## config.mk

```make
export PLATFORM = sky130hd
export DESIGN_NAME = instr_fetch_unit
export DESIGN_NICKNAME = d
export VERILOG_FILES = /design/src/rtl/instr_fetch_unit.sv
export SDC_FILE = /design/constraint.sdc
export NUM_CORES = 1
export LEC_CHECK = 0
export BUFFER_PORTS_ARGS = -buffer_cell sky130_fd_sc_hd__buf_2
export CORE_UTILIZATION = 45
export CTS_CLUSTER_DIAMETER = 100
export CTS_CLUSTER_SIZE = 40
export DETAILED_ROUTE_END_ITERATION = 6
export PLACE_DENSITY = 0.76
export SYNTH_ARGS = -nofsm -noshare
export SYNTH_HDL_FRONTEND = slang
export SYNTH_SLANG_ARGS = --single-unit
```

## constraint.sdc

```tcl
create_clock -name clk -period 5.1 [get_ports clk]
set_input_delay 0.51 -clock clk [delete_from_list [all_inputs] [get_ports clk]]
set_output_delay 0.51 -clock clk [all_outputs]
set_load 0.02 [all_outputs]
```

## src/rtl/instr_fetch_unit.sv

```systemverilog
// instr_fetch_unit: fetch front-end that prefetches instructions from a variable-latency memory into a small FIFO for decode.
// Ports:
//   clk, reset                   clock; asynchronous active-high reset
//   imem_req, imem_addr          fetch request to instruction memory (accepted in the same cycle)
//   imem_rvalid, imem_rdata      memory response for the single outstanding request
//   redirect_valid, redirect_pc  flush everything and restart fetching at redirect_pc
//   if_valid, if_instr, if_pc    FIFO head presented to decode
//   id_ready                     decode consumes the head this cycle
module instr_fetch_unit #(
    parameter int ADDR_W  = 4,
    parameter int INSTR_W = 16,
    parameter int DEPTH   = 4
) (
    input  logic               clk,
    input  logic               reset,
    output logic               imem_req,
    output logic [ADDR_W-1:0]  imem_addr,
    input  logic               imem_rvalid,
    input  logic [INSTR_W-1:0] imem_rdata,
    input  logic               redirect_valid,
    input  logic [ADDR_W-1:0]  redirect_pc,
    output logic               if_valid,
    output logic [INSTR_W-1:0] if_instr,
    output logic [ADDR_W-1:0]  if_pc,
    input  logic               id_ready
);
    localparam int PW = $clog2(DEPTH);
    localparam int CW = PW + 1;

    logic [ADDR_W-1:0]  fetch_pc_q, fetch_pc_d, resp_pc_q, resp_pc_d;
    logic               outstanding_q, outstanding_d, discard_q, discard_d;
    logic [CW-1:0]      count_q, count_d;
    logic [PW-1:0]      rd_ptr_q, rd_ptr_d, wr_ptr_q, wr_ptr_d;
    logic [ADDR_W-1:0]  pc_mem_q [DEPTH];
    logic [ADDR_W-1:0]  pc_mem_d [DEPTH];
    logic [INSTR_W-1:0] instr_mem_q [DEPTH];
    logic [INSTR_W-1:0] instr_mem_d [DEPTH];
    logic               resp, push, pop;
    logic [CW:0]        credit;

    // An outstanding request reserves a FIFO slot, so a response can always be pushed.
    assign credit    = {1'b0, count_q} + {{CW{1'b0}}, outstanding_q};
    assign imem_req  = !reset && !redirect_valid && (!outstanding_q || imem_rvalid)
                       && (credit < (CW+1)'(DEPTH));
    assign imem_addr = fetch_pc_q;
    assign resp      = imem_rvalid && outstanding_q;
    assign push      = resp && !discard_q && !redirect_valid;
    assign if_valid  = count_q != '0;
    assign pop       = if_valid && id_ready;
    assign if_instr  = instr_mem_q[rd_ptr_q];
    assign if_pc     = pc_mem_q[rd_ptr_q];

    always_comb begin
        pc_mem_d    = pc_mem_q;
        instr_mem_d = instr_mem_q;
        if (push) begin
            pc_mem_d[wr_ptr_q]    = resp_pc_q;
            instr_mem_d[wr_ptr_q] = imem_rdata;
        end
        fetch_pc_d    = redirect_valid ? redirect_pc : imem_req ? fetch_pc_q + ADDR_W'(1) : fetch_pc_q;
        resp_pc_d     = imem_req ? fetch_pc_q : resp_pc_q;
        // A request still in flight at redirect stays outstanding but its data is marked for discard.
        outstanding_d = imem_req || (outstanding_q && !imem_rvalid);
        discard_d     = redirect_valid ? (outstanding_q && !imem_rvalid) : (discard_q && !resp);
        count_d       = redirect_valid ? '0 : count_q + CW'(push) - CW'(pop);
        wr_ptr_d      = redirect_valid ? '0 : wr_ptr_q + PW'(push);
        rd_ptr_d      = redirect_valid ? '0 : rd_ptr_q + PW'(pop);
    end

    always_ff @(posedge clk or posedge reset) begin
        if (reset) begin
            fetch_pc_q    <= '0;
            resp_pc_q     <= '0;
            outstanding_q <= 1'b0;
            discard_q     <= 1'b0;
            count_q       <= '0;
            rd_ptr_q      <= '0;
            wr_ptr_q      <= '0;
            for (int i = 0; i < DEPTH; i++) begin
                pc_mem_q[i]    <= '0;
                instr_mem_q[i] <= '0;
            end
        end else begin
            fetch_pc_q    <= fetch_pc_d;
            resp_pc_q     <= resp_pc_d;
            outstanding_q <= outstanding_d;
            discard_q     <= discard_d;
            count_q       <= count_d;
            rd_ptr_q      <= rd_ptr_d;
            wr_ptr_q      <= wr_ptr_d;
            pc_mem_q      <= pc_mem_d;
            instr_mem_q   <= instr_mem_d;
        end
    end
endmodule

```

==> Implementation_results.wiki, run 1 <==
{| class="wikitable"
! Metric !! Value
|-
| Run status || completed
|-
| Worst Hold Class || in -> async
|-
| Count of standard-cell rows || 35
|-
| Post-synthesis sequential element count || 97
|-
| Fraction of layout cells with a size suffix above 1 || 0.521
|-
| Leakage power figure || 0.00251 uW
|-
| Antenna violations before repair || 0
|-
| Synth-to-layout area growth || 11.5%
|-
| Final clock period utilization by the worst path || 0.545
|-
| Layout Skew || 0.0154 ns
|-
| Power per cell area || 450 nW/um^2
|-
| Number of max-cap violations || 0
|-
| Type of origin of the critical path || register
|-
| Sequential share of the synthesized area || 0.544
|-
| Cells resized by post-CTS repair || 0
|-
| Remaining max-slew budget at the tightest pin || 0.262
|-
| First-pass iteration count of the detailed router || 4
|-
| Number of hold violations in the final report || 0
|-
| Number of buffers added by the clock tree synthesis step || 9
|-
| Final weighted congestion of routability-driven global placement || 0.738
|-
| Largest net degree at the start of global routing || 80
|-
| Final antenna-violating net count || 0
|-
| DRC violation total after the first TritonRoute iteration || 89
|-
| Number of ports placed on the die boundary || 51
|-
| Sink count of the clock tree || 97
|-
| Synth cell types || 39
|-
| CTS tree || built
|-
| Final net count || 357
|-
| Fmax || 360 MHz
|-
| Worst endpoint required time || 4.59 ns
|-
| Setup repair after global routing missed its margin || no
|-
| Antenna diode count || 0
|-
| Cell area after synthesis || 4460 um^2
|-
| Synthesized instance count || 275
|-
| Die area || 10300 um^2
|-
| Clock root buffer master || sky130_fd_sc_hd__clkbuf_8
|-
| Leading cell types in the layout, fill and taps excluded || 97 x sky130_fd_sc_hd__dfrtp_1, 54 x sky130_fd_sc_hd__mux2_2, 50 x sky130_fd_sc_hd__buf_2
|-
| Number of cells in the design after placement || 443
|-
| Clock power share || 0.211
|-
| Worst voltage drop across the vdd grid || 0.000230 V
|-
| Initial Util || 0.474
|-
| Share of power burned in registers || 0.461
|-
| Setup Total Neg Slack || 0 ns
|-
| Setup Buffers After CTS || 0
|-
| Overflow left after global routing || 0
|-
| Final critical path time including I/O delays and setup || 2.78 ns
|-
| Core area || 9420 um^2
|-
| Clock slew at the register clock pins of the worst setup and hold paths || 0.10 ns
|-
| Net count of the mapped netlist || 307
|-
| Depth of the CTS H-tree || 3
|-
| Power spent charging and discharging nets || 771 uW
|-
| Worst path arrival time || 2.27 ns
|-
| DRC || 0
|-
| Horizontal die dimension || 102 um
|-
| Number of failing setup endpoints in the final timing report || 0
|-
| Critical path fanouts, max || 21
|-
| First-pass GRT wire length || 12900 um
|-
| IO Port Bufs || 50
|-
| Die boundary height || 102 um
|-
| Most common cell after layout, fill and taps aside || sky130_fd_sc_hd__dfrtp_1
|-
| Internal power contribution || 1470 uW
|-
| YS warnings || 0
|-
| Wire length reported by the detailed router || 7650 um
|-
| Non-filler instance count after layout || 459
|-
| Largest buffer count on any clock path || 2
|-
| Worst setup EP type || output pin
|-
| Tightest Pin Transition || 1.11 ns
|-
| Proportion of total power due to net switching || 0.344
|-
| Hold Buf Count CTS || 0
|-
| DP Wirelength || 4900 um
|-
| Comb power frac || 0.328
|-
| Via Count || 2447
|-
| Via count of the first global-routing pass || 2548
|-
| Total GRT Usage || 0.166
|-
| Avg WL per Cell || 16.7 um
|-
| Clock latency on the worst-skew pair || 0.37 ns
|-
| Critical path class || reg -> out
|-
| Post-Syn Area per Cell || 16.2 um^2
|-
| Worst R2R Setup Slack || 2.83 ns
|-
| Final slew viol count || 0
|-
| Average vias per placed instance || 5.33
|}
==> synthesized netlist by cell type, drive strengths merged <==
cell     n  area, um^2
dfrtp   97        2430
or4      1        7.51
xnor2    4        35.0
a211oi   1        7.51
nor2b    3        18.8
or2b     1        7.51
or3      2        17.5
mux4    20         450
nand3b   2        40.0
inv      7        31.3
mux2i    2        20.0
nand3    4        25.0
xor2     1        8.76
clkinv   1        3.75
and2     1        6.26
a31oi    2        12.5
nor3     2        15.0
clkbuf   2        7.51
o31ai    2        15.0
nand2    3        11.3
a31o     1        8.76
fa       1        20.0
a41o     1        10.0
mux2    83        1020
and4     1        8.76
buf     11        97.6
o21ai    3        15.0
a21oi    1        5.00
nor2     7        26.3
nand4    2        12.5
ha       6        75.1
==> state kept, by name (all words and copies together) (netlist names) <==
signal         cells
resp_pc_q          4
wr_ptr_q           2
rd_ptr_q           2
pc_mem_q          16
discard_q          1
instr_mem_q       64
count_q            3
outstanding_q      1
imem_addr          4
==> kinds of logic after synthesis <==
family / after synthesis / share of synthesized area
buffers and inverters: 21 / 0.0314
adder cells (fa/ha/maj): 7 / 0.0213
AND/OR/NAND/NOR: 29 / 0.0440
AO/OA/AOI/OAI: 11 / 0.0165
XOR/XNOR: 5 / 0.00981
multiplexers: 105 / 0.333
flip-flops: 97 / 0.544
==> layer usage <==
metal	GRT usage	vias up	part of all wire
met2	0.269	50	0.48
met3	0.0442	9	0.037
li1	-	1116	-
met1	0.220	1272	0.47
met4	0.0468	0	0.010
met5	0	-	0
==> worst max-delay path, stage by stage (launching register included) <==
cell and delay (ns):
sky130_fd_sc_hd__dfrtp_1 1.09, sky130_fd_sc_hd__mux4_2 0.64, sky130_fd_sc_hd__buf_2 0.18
==> worst paths after layout <==
| check | startpoint | end | cells past startpoint |
|---|---|---|---|
| hold / removal | reset | instr_mem_q[46] | 2 |
| max in group asynchronous | reset | instr_mem_q[32] | 3 |
| min in group clk | redirect_pc[3] | imem_addr[3] | 3 |
| hold reg to reg | pc_mem_q[9] | pc_mem_q[9] | 1 |
| setup reg to reg | outstanding_q | pc_mem_q[1] | 5 |
| setup / recovery | rd_ptr_q[1] | if_pc[0] | 2 |
==> power groups by stage <==
stage | sequential [uW] | clock, uW | combinational [uW]
after global routing | 1060 | 524 | 803
after detailed placement | 1050 | 0 | 748
final | 1030 | 474 | 735
after CTS | 1040 | 488 | 750
after floorplan | 996 | 0 | 579
after global placement | 1040 | 0 | 737
==> area by class of cell <==
type / instances / area, um^2
Clock inverter: 7 / 61.3
Sequential cell: 97 / 2430
Timing Repair Buffer: 52 / 265
Clock buffer: 9 / 124
Tap cell: 129 / 161
Multi-Input combinational cell: 157 / 1900
Fill cell: 787 / 4440
Inverter: 8 / 37.5
==> metrics by stage <==
stage,area (um^2),hold slack (ns),setup slack (ns),power [uW],util
2_1_floorplan,4460,0.453,1.18,1570,-
3_3_place_gp,4790,0.465,2.55,1780,0.509
3_5_place_dp,4790,0.477,2.52,1800,0.509
4_1_cts,4980,0.0796,2.27,2270,0.529
5_1_grt,4980,0.0921,2.17,2390,0.529
6_report,4980,0.0824,2.32,2240,0.529
Power figures use the tool's default switching activity.
==> run 2: changes to the inputs <==
Clock period 5.1 ns to 2.72 ns, I/O delays scaled along.
==> run 2 against run 1 <==
Cell count increased by 1.1%. Hold slack improved by 0.085 ns. Flip-flop and latch count unchanged. Critical path depth increased by 1. Setup slack got worse by 1.8 ns. Utilization increased by 0.45 points. Cell area increased by 0.85%. Sequential power increased by 85%. Total power increased by 87%. Clock power increased by 78%. Via count increased by 1.4%. Critical path type unchanged. Largest cell class unchanged. Largest power group unchanged.
==> Implementation_results.wiki, run 2 (synthesis gave the netlist of run 1 again) <==
{| class="wikitable"
! Metric !! Value
|-
| Comb power frac || 0.344 (+0.016)
|-
| Core area || 9420 um^2 (unchanged)
|-
| Via count of the first global-routing pass || 2579 (+1.2%)
|-
| Sink count of the clock tree || 97 (unchanged)
|-
| Flip-flop count of the largest register after layout || 64 (unchanged)
|-
| Power per cell area || 834 nW/um^2 (+85%)
|-
| Beginning of the worst hold path || redirect_pc[3]
|-
| Delay contributed by the slowest stage of the critical path || 0.82 ns (-0.27 ns)
|-
| Number of failing setup endpoints in the final timing report || 0 (unchanged)
|-
| Cell area after layout || 5020 um^2 (+0.85%)
|-
| Series of cell instances along the critical path || buf_4 > mux4_2 > buf_2
|-
| Share of power burned in registers || 0.455 (-0.006)
|-
| Fmax || 446 MHz
|-
| Average vias per placed instance || 5.35 (+0.34%)
|-
| Placed inst area || 4840 um^2 (+0.86%)
|-
| Worst endpoint required time || 2.45 ns (-2.14 ns)
|-
| Clock root buffer master || sky130_fd_sc_hd__clkbuf_8
|-
| Leakage power figure || 0.00252 uW (+0.60%)
|-
| Layout Skew || 0.0119 ns (-0.00348 ns)
|-
| Reg-to-reg critical path startpoint || count_q[2]
|-
| Count of standard-cell rows || 35 (unchanged)
|-
| Horizontal die dimension || 102 um (unchanged)
|-
| DP Wirelength || 5340 um (+9.0%)
|-
| Run status || completed
|-
| Antenna diode count || 0 (unchanged)
|-
| Clock slew at the register clock pins of the worst setup and hold paths || 0.09 ns (about the same)
|-
| Total GRT Usage || 0.172 (+0.00625)
|-
| CTS tree || built
|-
| Fraction of layout cells with a size suffix above 1 || 0.528 (+0.00715)
|-
| Tightest Pin Transition || 0.733 ns (-0.374 ns)
|-
| Critical path fanouts, max || 14 (-33%)
|-
| Leading cell types in the layout, fill and taps excluded || 97 x sky130_fd_sc_hd__dfrtp_1, 54 x sky130_fd_sc_hd__mux2_2, 50 x sky130_fd_sc_hd__buf_2
|-
| Avg WL per Cell || 16.8 um (+0.85%)
|-
| Die area || 10300 um^2 (unchanged)
|-
| Worst path arrival time || 1.97 ns (-0.30 ns)
|-
| Final critical path time including I/O delays and setup || 2.24 ns
|-
| Remaining max-slew budget at the tightest pin || 0.511 (+0.249)
|-
| CP startpoint || rd_ptr_q[1]
|-
| Final weighted congestion of routability-driven global placement || 0.838 (+14%)
|-
| Final antenna-violating net count || 0 (unchanged)
|-
| Worst voltage drop across the vdd grid || 0.000493 V (+110%)
|-
| Final slew viol count || 0 (unchanged)
|-
| Largest registers ranked by flip-flop count || instr_mem_q: 64 flops, pc_mem_q: 16 flops
|-
| IO Port Bufs || 50 (unchanged)
|-
| First-pass iteration count of the detailed router || 4 (unchanged)
|-
| Reg with most FFs || instr_mem_q
|-
| Setup Total Neg Slack || 0 ns (unchanged)
|-
| Final clock period utilization by the worst path || 0.825
|-
| DRC violation total after the first TritonRoute iteration || 107 (+20%)
|-
| Largest buffer count on any clock path || 2 (unchanged)
|-
| Antenna violations before repair || 0 (unchanged)
|-
| Number of ports placed on the die boundary || 51 (unchanged)
|-
| Number of max-cap violations || 0 (unchanged)
|-
| Worst setup EP type || output pin
|-
| Largest net degree at the start of global routing || 51 (-36%)
|-
| First-pass GRT wire length || 13100 um (+1.1%)
|-
| Die boundary height || 102 um (unchanged)
|-
| Critical path class || reg -> out
|-
| Number of hold violations in the final report || 0 (unchanged)
|-
| Clock power share || 0.201 (-0.010)
|-
| Non-filler instance count after layout || 464 (+1.1%)
|-
| Overflow left after global routing || 0 (unchanged)
|-
| Final net count || 363 (+1.7%)
|-
| Clock latency on the worst-skew pair || 0.36 ns (about the same)
|-
| Proportion of total power due to net switching || 0.341 (-0.00317)
|-
| DRC || 0 (unchanged)
|-
| Worst Hold Class || in -> reg
|-
| Setup repair after global routing missed its margin || no
|-
| Number of cells in the design after placement || 448 (+1.1%)
|-
| Internal power contribution || 2760 uW (+88%)
|-
| Final design utilization || 0.533 (+0.00452)
|-
| Most common cell after layout, fill and taps aside || sky130_fd_sc_hd__dfrtp_1
|-
| Power spent charging and discharging nets || 1430 uW (+85%)
|-
| Wire length reported by the detailed router || 7800 um (+1.9%)
|-
| Via Count || 2482 (+1.4%)
|-
| Type of origin of the critical path || register
|-
| Synth-to-layout area growth || 12.5%
|-
| Depth of the CTS H-tree || 3 (unchanged)
|-
| Cells resized by post-CTS repair || 0 (unchanged)
|-
| Number of buffers added by the clock tree synthesis step || 9 (unchanged)
|-
| Worst-path cell with the longest stage delay || sky130_fd_sc_hd__dfrtp_1
|-
| Initial Util || 0.474 (unchanged)
|}
==> run 2: final timing paths <==
check,end,slack [ns],cells after the start
setup / recovery,if_instr[14],0.48,3
min in group asynchronous,imem_addr[2],0.35,3
hold reg to reg,pc_mem_q[10],0.49,1
setup reg to reg,count_q[2],0.49,9
hold / removal,imem_addr[3],0.17,3
max in group asynchronous,rd_ptr_q[1],0.95,5
==> run 2: area by class of cell <==
| type | count | area, um^2 |
|---|---|---|
| Tap cell | 129 | 161 |
| Multi-Input combinational cell | 157 | 1910 |
| Timing Repair Buffer | 58 | 313 |
| Sequential cell | 97 | 2430 |
| Inverter | 8 | 38.8 |
| Fill cell | 796 | 4390 |
| Clock buffer | 9 | 124 |
| Clock inverter | 6 | 52.6 |
==> run 2: power by group through the flow <==
stage	logic [uW]	clock network (uW)	registers, uW
after CTS	1470	876	1910
after detailed placement	1460	0	1940
after floorplan	1090	0	1870
after global routing	1570	941	1950
after global placement	1430	0	1920
final	1440	844	1910
==> run 2: worst max-delay path: cells and delay by family (launching register included) <==
family	cells	cell delay (ns)
buffers and inverters	2	0.48
flip-flops	1	0.82
multiplexers	1	0.31
==> run 2: what timing repair did <==
item,4_1_cts,5_1_grt
hold endpoints to repair,2,0
hold buffers,1,0
buffers inserted,0,0
==> run 2: stage by stage <==
step                total power [uW]  setup slack, ns  hold slack (ns)
global route                    4460            0.328            0.138
floorplan                       2950          -0.0190            0.404
CTS                             4250            0.417            0.144
finish                          4190            0.477            0.167
detailed placement              3400            0.485            0.181
global placement                3350            0.567            0.181
==> run 2: layer usage <==
| layer | track usage | up-vias | routed length, um |
|---|---|---|---|
| met3 | 0.0490 | 7 | 225 |
| met1 | 0.232 | 1302 | 3550 |
| met4 | 0.0491 | 0 | 79 |
| li1 | - | 1129 | - |
| met2 | 0.273 | 44 | 3940 |
| met5 | 0 | - | 0 |
==> run 3: changes to the inputs <==
Settings changed: ABC_AREA from default to 1.
Clock period 2.72 ns to 2.16 ns, I/O delays scaled along.
==> run 3 against run 2 <==
Synthesized cell count up 83%. Sequential share of layout area is 0.36 points higher. Utilization grew 0.61 points. Hold slack lost 0.013 ns. Flip-flop and latch count is the same. Register-to-register slack worse by 0.33 ns. Non-clock buffer count is 7 higher. Sequential power increased by 25%. Cell count up 47%. Setup slack worse by 0.33 ns. Combinational power increased by 57%. Clock power is 79% higher.
==> Implementation_results.wiki, run 3 <==
{| class="wikitable"
! Metric !! Value
|-
| Total GRT Usage || 0.204 (+0.0316)
|-
| Reg-to-reg critical path startpoint || outstanding_q
|-
| Synth cell types || 16 (-59%)
|-
| Final design utilization || 0.539 (+0.00605)
|-
| Worst Hold Class || in -> reg
|-
| Sink count of the clock tree || 97 (unchanged)
|-
| Antenna violations before repair || 0 (unchanged)
|-
| Clock root buffer master || sky130_fd_sc_hd__clkbuf_8
|-
| DP Wirelength || 5880 um (+10%)
|-
| First-pass GRT wire length || 15700 um (+20%)
|-
| Worst setup EP type || output pin
|-
| Final critical path time including I/O delays and setup || 2.02 ns
|-
| Remaining max-slew budget at the tightest pin || 0.611 (+0.0996)
|-
| DRC violation total after the first TritonRoute iteration || 199 (+86%)
|-
| Most common cell after layout, fill and taps aside || sky130_fd_sc_hd__o21ai_0
|-
| Horizontal die dimension || 99.6 um (-2.0%)
|-
| Number of enable-type register cells in the synthesized netlist || 0 (unchanged)
|-
| Antenna diode count || 0 (unchanged)
|-
| Fraction of layout cells with a size suffix above 1 || 0.150 (-0.379)
|-
| Sequential share of the synthesized area || 0.567 (+0.0230)
|-
| CP startpoint || rd_ptr_q[0]
|-
| Cell area after layout || 4980 um^2 (-0.75%)
|-
| Initial Util || 0.464 (-0.0106)
|-
| Tightest Pin Transition || 0.582 ns (-0.151 ns)
|-
| Proportion of register bits with asynchronous set or reset after synthesis || 1.00 (unchanged)
|-
| Via Count || 3562 (+44%)
|-
| Most area-hungry cell type in the Yosys netlist || sky130_fd_sc_hd__dfrtp_1
|-
| Leading cell types by total area after synthesis || sky130_fd_sc_hd__dfrtp_1 57%, sky130_fd_sc_hd__o21ai_0 15%, sky130_fd_sc_hd__nand2_1 10%
|-
| Layout Skew || 0.00889 ns (-0.00305 ns)
|-
| Worst R2R Setup Slack || 0.16 ns (-0.33 ns)
|-
| Reg with most FFs || instr_mem_q
|-
| Run status || completed
|-
| Die area || 9910 um^2 (-4.0%)
|-
| Overflow left after global routing || 0 (unchanged)
|-
| Most used flip-flop cell after synthesis || sky130_fd_sc_hd__dfrtp_1
|-
| Worst endpoint required time || 1.94 ns (-0.51 ns)
|-
| Number of ports placed on the die boundary || 51 (unchanged)
|-
| Count of standard-cell rows || 35 (unchanged)
|-
| Net count of the mapped netlist || 536 (+75%)
|-
| Number of hold violations in the final report || 0 (unchanged)
|-
| Clock slew at the register clock pins of the worst setup and hold paths || 0.09 ns (about the same)
|-
| Number of buffers added by the clock tree synthesis step || 9 (unchanged)
|-
| Type of origin of the critical path || register
|-
| Clock latency on the worst-skew pair || 0.36 ns (about the same)
|-
| Power per cell area || 1240 nW/um^2 (+48%)
|-
| Via count of the first global-routing pass || 3386 (+31%)
|-
| Commonest cells in the netlist || 126 x sky130_fd_sc_hd__o21ai_0, 118 x sky130_fd_sc_hd__nand2_1, 97 x sky130_fd_sc_hd__dfrtp_1
|-
| Placed inst area || 4710 um^2 (-2.7%)
|-
| Critical path fanouts, max || 40 (+26)
|-
| Beginning of the worst hold path || redirect_pc[1]
|-
| Depth of the CTS H-tree || 3 (unchanged)
|-
| Number of filler cells placed in the layout || 810 (+1.8%)
|-
| Post-Syn Area per Cell || 8.50 um^2 (-48%)
|-
| Worst voltage drop across the vdd grid || 0.000578 V (+17%)
|-
| Largest net degree at the start of global routing || 41 (-20%)
|-
| Number of failing setup endpoints in the final timing report || 0 (unchanged)
|-
| Core area || 9240 um^2 (-1.9%)
|-
| Cell area after synthesis || 4280 um^2 (-4.1%)
|-
| Final antenna-violating net count || 0 (unchanged)
|-
| Largest buffer count on any clock path || 2 (unchanged)
|-
| IO Port Bufs || 50 (unchanged)
|-
| CTS tree || built
|-
| Wire length reported by the detailed router || 9340 um (+20%)
|-
| Fraction of post-synthesis cell area in the top cell type by area || 0.567 (+0.0230)
|-
| Setup Total Neg Slack || 0 ns (unchanged)
|-
| Leakage power figure || 0.00249 uW (-1.2%)
|-
| Setup repair after global routing missed its margin || no
|-
| Leading cell types in the layout, fill and taps excluded || 126 x sky130_fd_sc_hd__o21ai_0, 117 x sky130_fd_sc_hd__nand2_1, 97 x sky130_fd_sc_hd__dfrtp_1
|-
| First-pass iteration count of the detailed router || 7 (+3)
|-
| Most common cell in the netlist || sky130_fd_sc_hd__o21ai_0
|-
| Average vias per placed instance || 5.22 (-2.5%)
|-
| YS warnings || 0 (unchanged)
|-
| Final slew viol count || 0 (unchanged)
|-
| Flip-flop count of the largest register after layout || 64 (unchanged)
|-
| Final clock period utilization by the worst path || 0.934
|-
| Post-synthesis sequential element count || 97 (unchanged)
|-
| Final net count || 581 (+60%)
|-
| Final weighted congestion of routability-driven global placement || 0.780 (-6.8%)
|-
| Worst path arrival time || 1.80 ns (-0.17 ns)
|-
| Setup Buffers After CTS || 0 (unchanged)
|-
| Synth-to-layout area growth || 16.4%
|-
| Avg WL per Cell || 13.7 um (-19%)
|-
| Die boundary height || 99.6 um (-2.0%)
|-
| Synthesized instance count || 504 (+83%)
|-
| Fmax || 496 MHz
|-
| Critical path class || reg -> out
|-
| DRC || 0 (unchanged)
|-
| Largest registers ranked by flip-flop count || instr_mem_q: 64 flops, pc_mem_q: 16 flops
|-
| Number of max-cap violations || 0 (unchanged)
|}
-- run 3: cell count changes after synthesis, sizes merged, moves of 6 or more --
cell    delta
nand2    +115
mux4      -20
clkbuf    +25
inv       +29
mux2      -83
nor2      +44
nand3      +6
buf        -7
o21ai    +123
o22ai     +20
-- run 3: layout make-up --
type	instances	area [um^2]	area share
well taps	129	161	0.0324
clock buffers	9	124	0.0248
flip-flops and latches	97	2430	0.487
inverters	36	139	0.0279
clock inverters	7	141	0.0284
repair buffers	65	390	0.0783
multi-input cells	340	1600	0.321
-- run 3: critical path, cell delays in order (launching register included) --
cell and delay [ns]:
sky130_fd_sc_hd__dfrtp_1 0.40, sky130_fd_sc_hd__inv_1 0.06, sky130_fd_sc_hd__buf_4 0.37, sky130_fd_sc_hd__o21ai_0 0.17
sky130_fd_sc_hd__o22ai_1 0.22, sky130_fd_sc_hd__buf_2 0.21
-- run 3: path summary, 6_finish.rpt --
| path | cells after the start | to |
|---|---|---|
| worst max-delay path | 5 | if_instr[11] |
| worst min-delay path | 5 | imem_addr[1] |
| worst max register to register | 10 | count_q[2] |
| worst min register to register | 2 | instr_mem_q[29] |
| max in group asynchronous | 4 | instr_mem_q[53] |
| min in group asynchronous | 3 | discard_q |
-- run 3: repair_timing --
item                                    in CTS  in global routing
hold endpoints to repair                    22                  0
endpoints found under the setup margin       0                  2
gates resized for setup                      0                  2
hold buffers                                 1                  0
-- run 3: logic make-up after synthesis --
kind of cell	count (synthesis)	synth area share
AND/OR/NAND/NOR	182	0.167
flip-flops	97	0.567
adder cells (fa/ha/maj)	7	0.0222
XOR/XNOR	2	0.00409
AO/OA/AOI/OAI	149	0.181
buffers and inverters	67	0.0599
-- run 3: layer usage --
layer	vias to the layer above	track usage	share of wire
met1	1686	0.268	0.44
met4	0	0.0747	0.016
met5	-	0	0
li1	1740	-	-
met2	120	0.331	0.48
met3	16	0.0478	0.061
-- run 3: per-stage QoR --
stage / hold WS [ns] / power, uW / setup WS, ns / std cells
2_1_floorplan: 0.398 / 3920 / 0.290 / 504
3_3_place_gp: 0.308 / 4600 / 0.250 / 666
3_5_place_dp: 0.315 / 4670 / 0.129 / 666
4_1_cts: 0.137 / 6200 / 0.103 / 683
5_1_grt: 0.150 / 6580 / 0.00992 / 683
6_report: 0.154 / 6160 / 0.143 / 683
-- run 3: power by group --
group	switching (uW)	leakage (uW)	internal, uW	total, uW
logic	1480	0.00106	776	2260
registers	231	0.00131	2160	2390
clock network	619	0.000130	888	1510
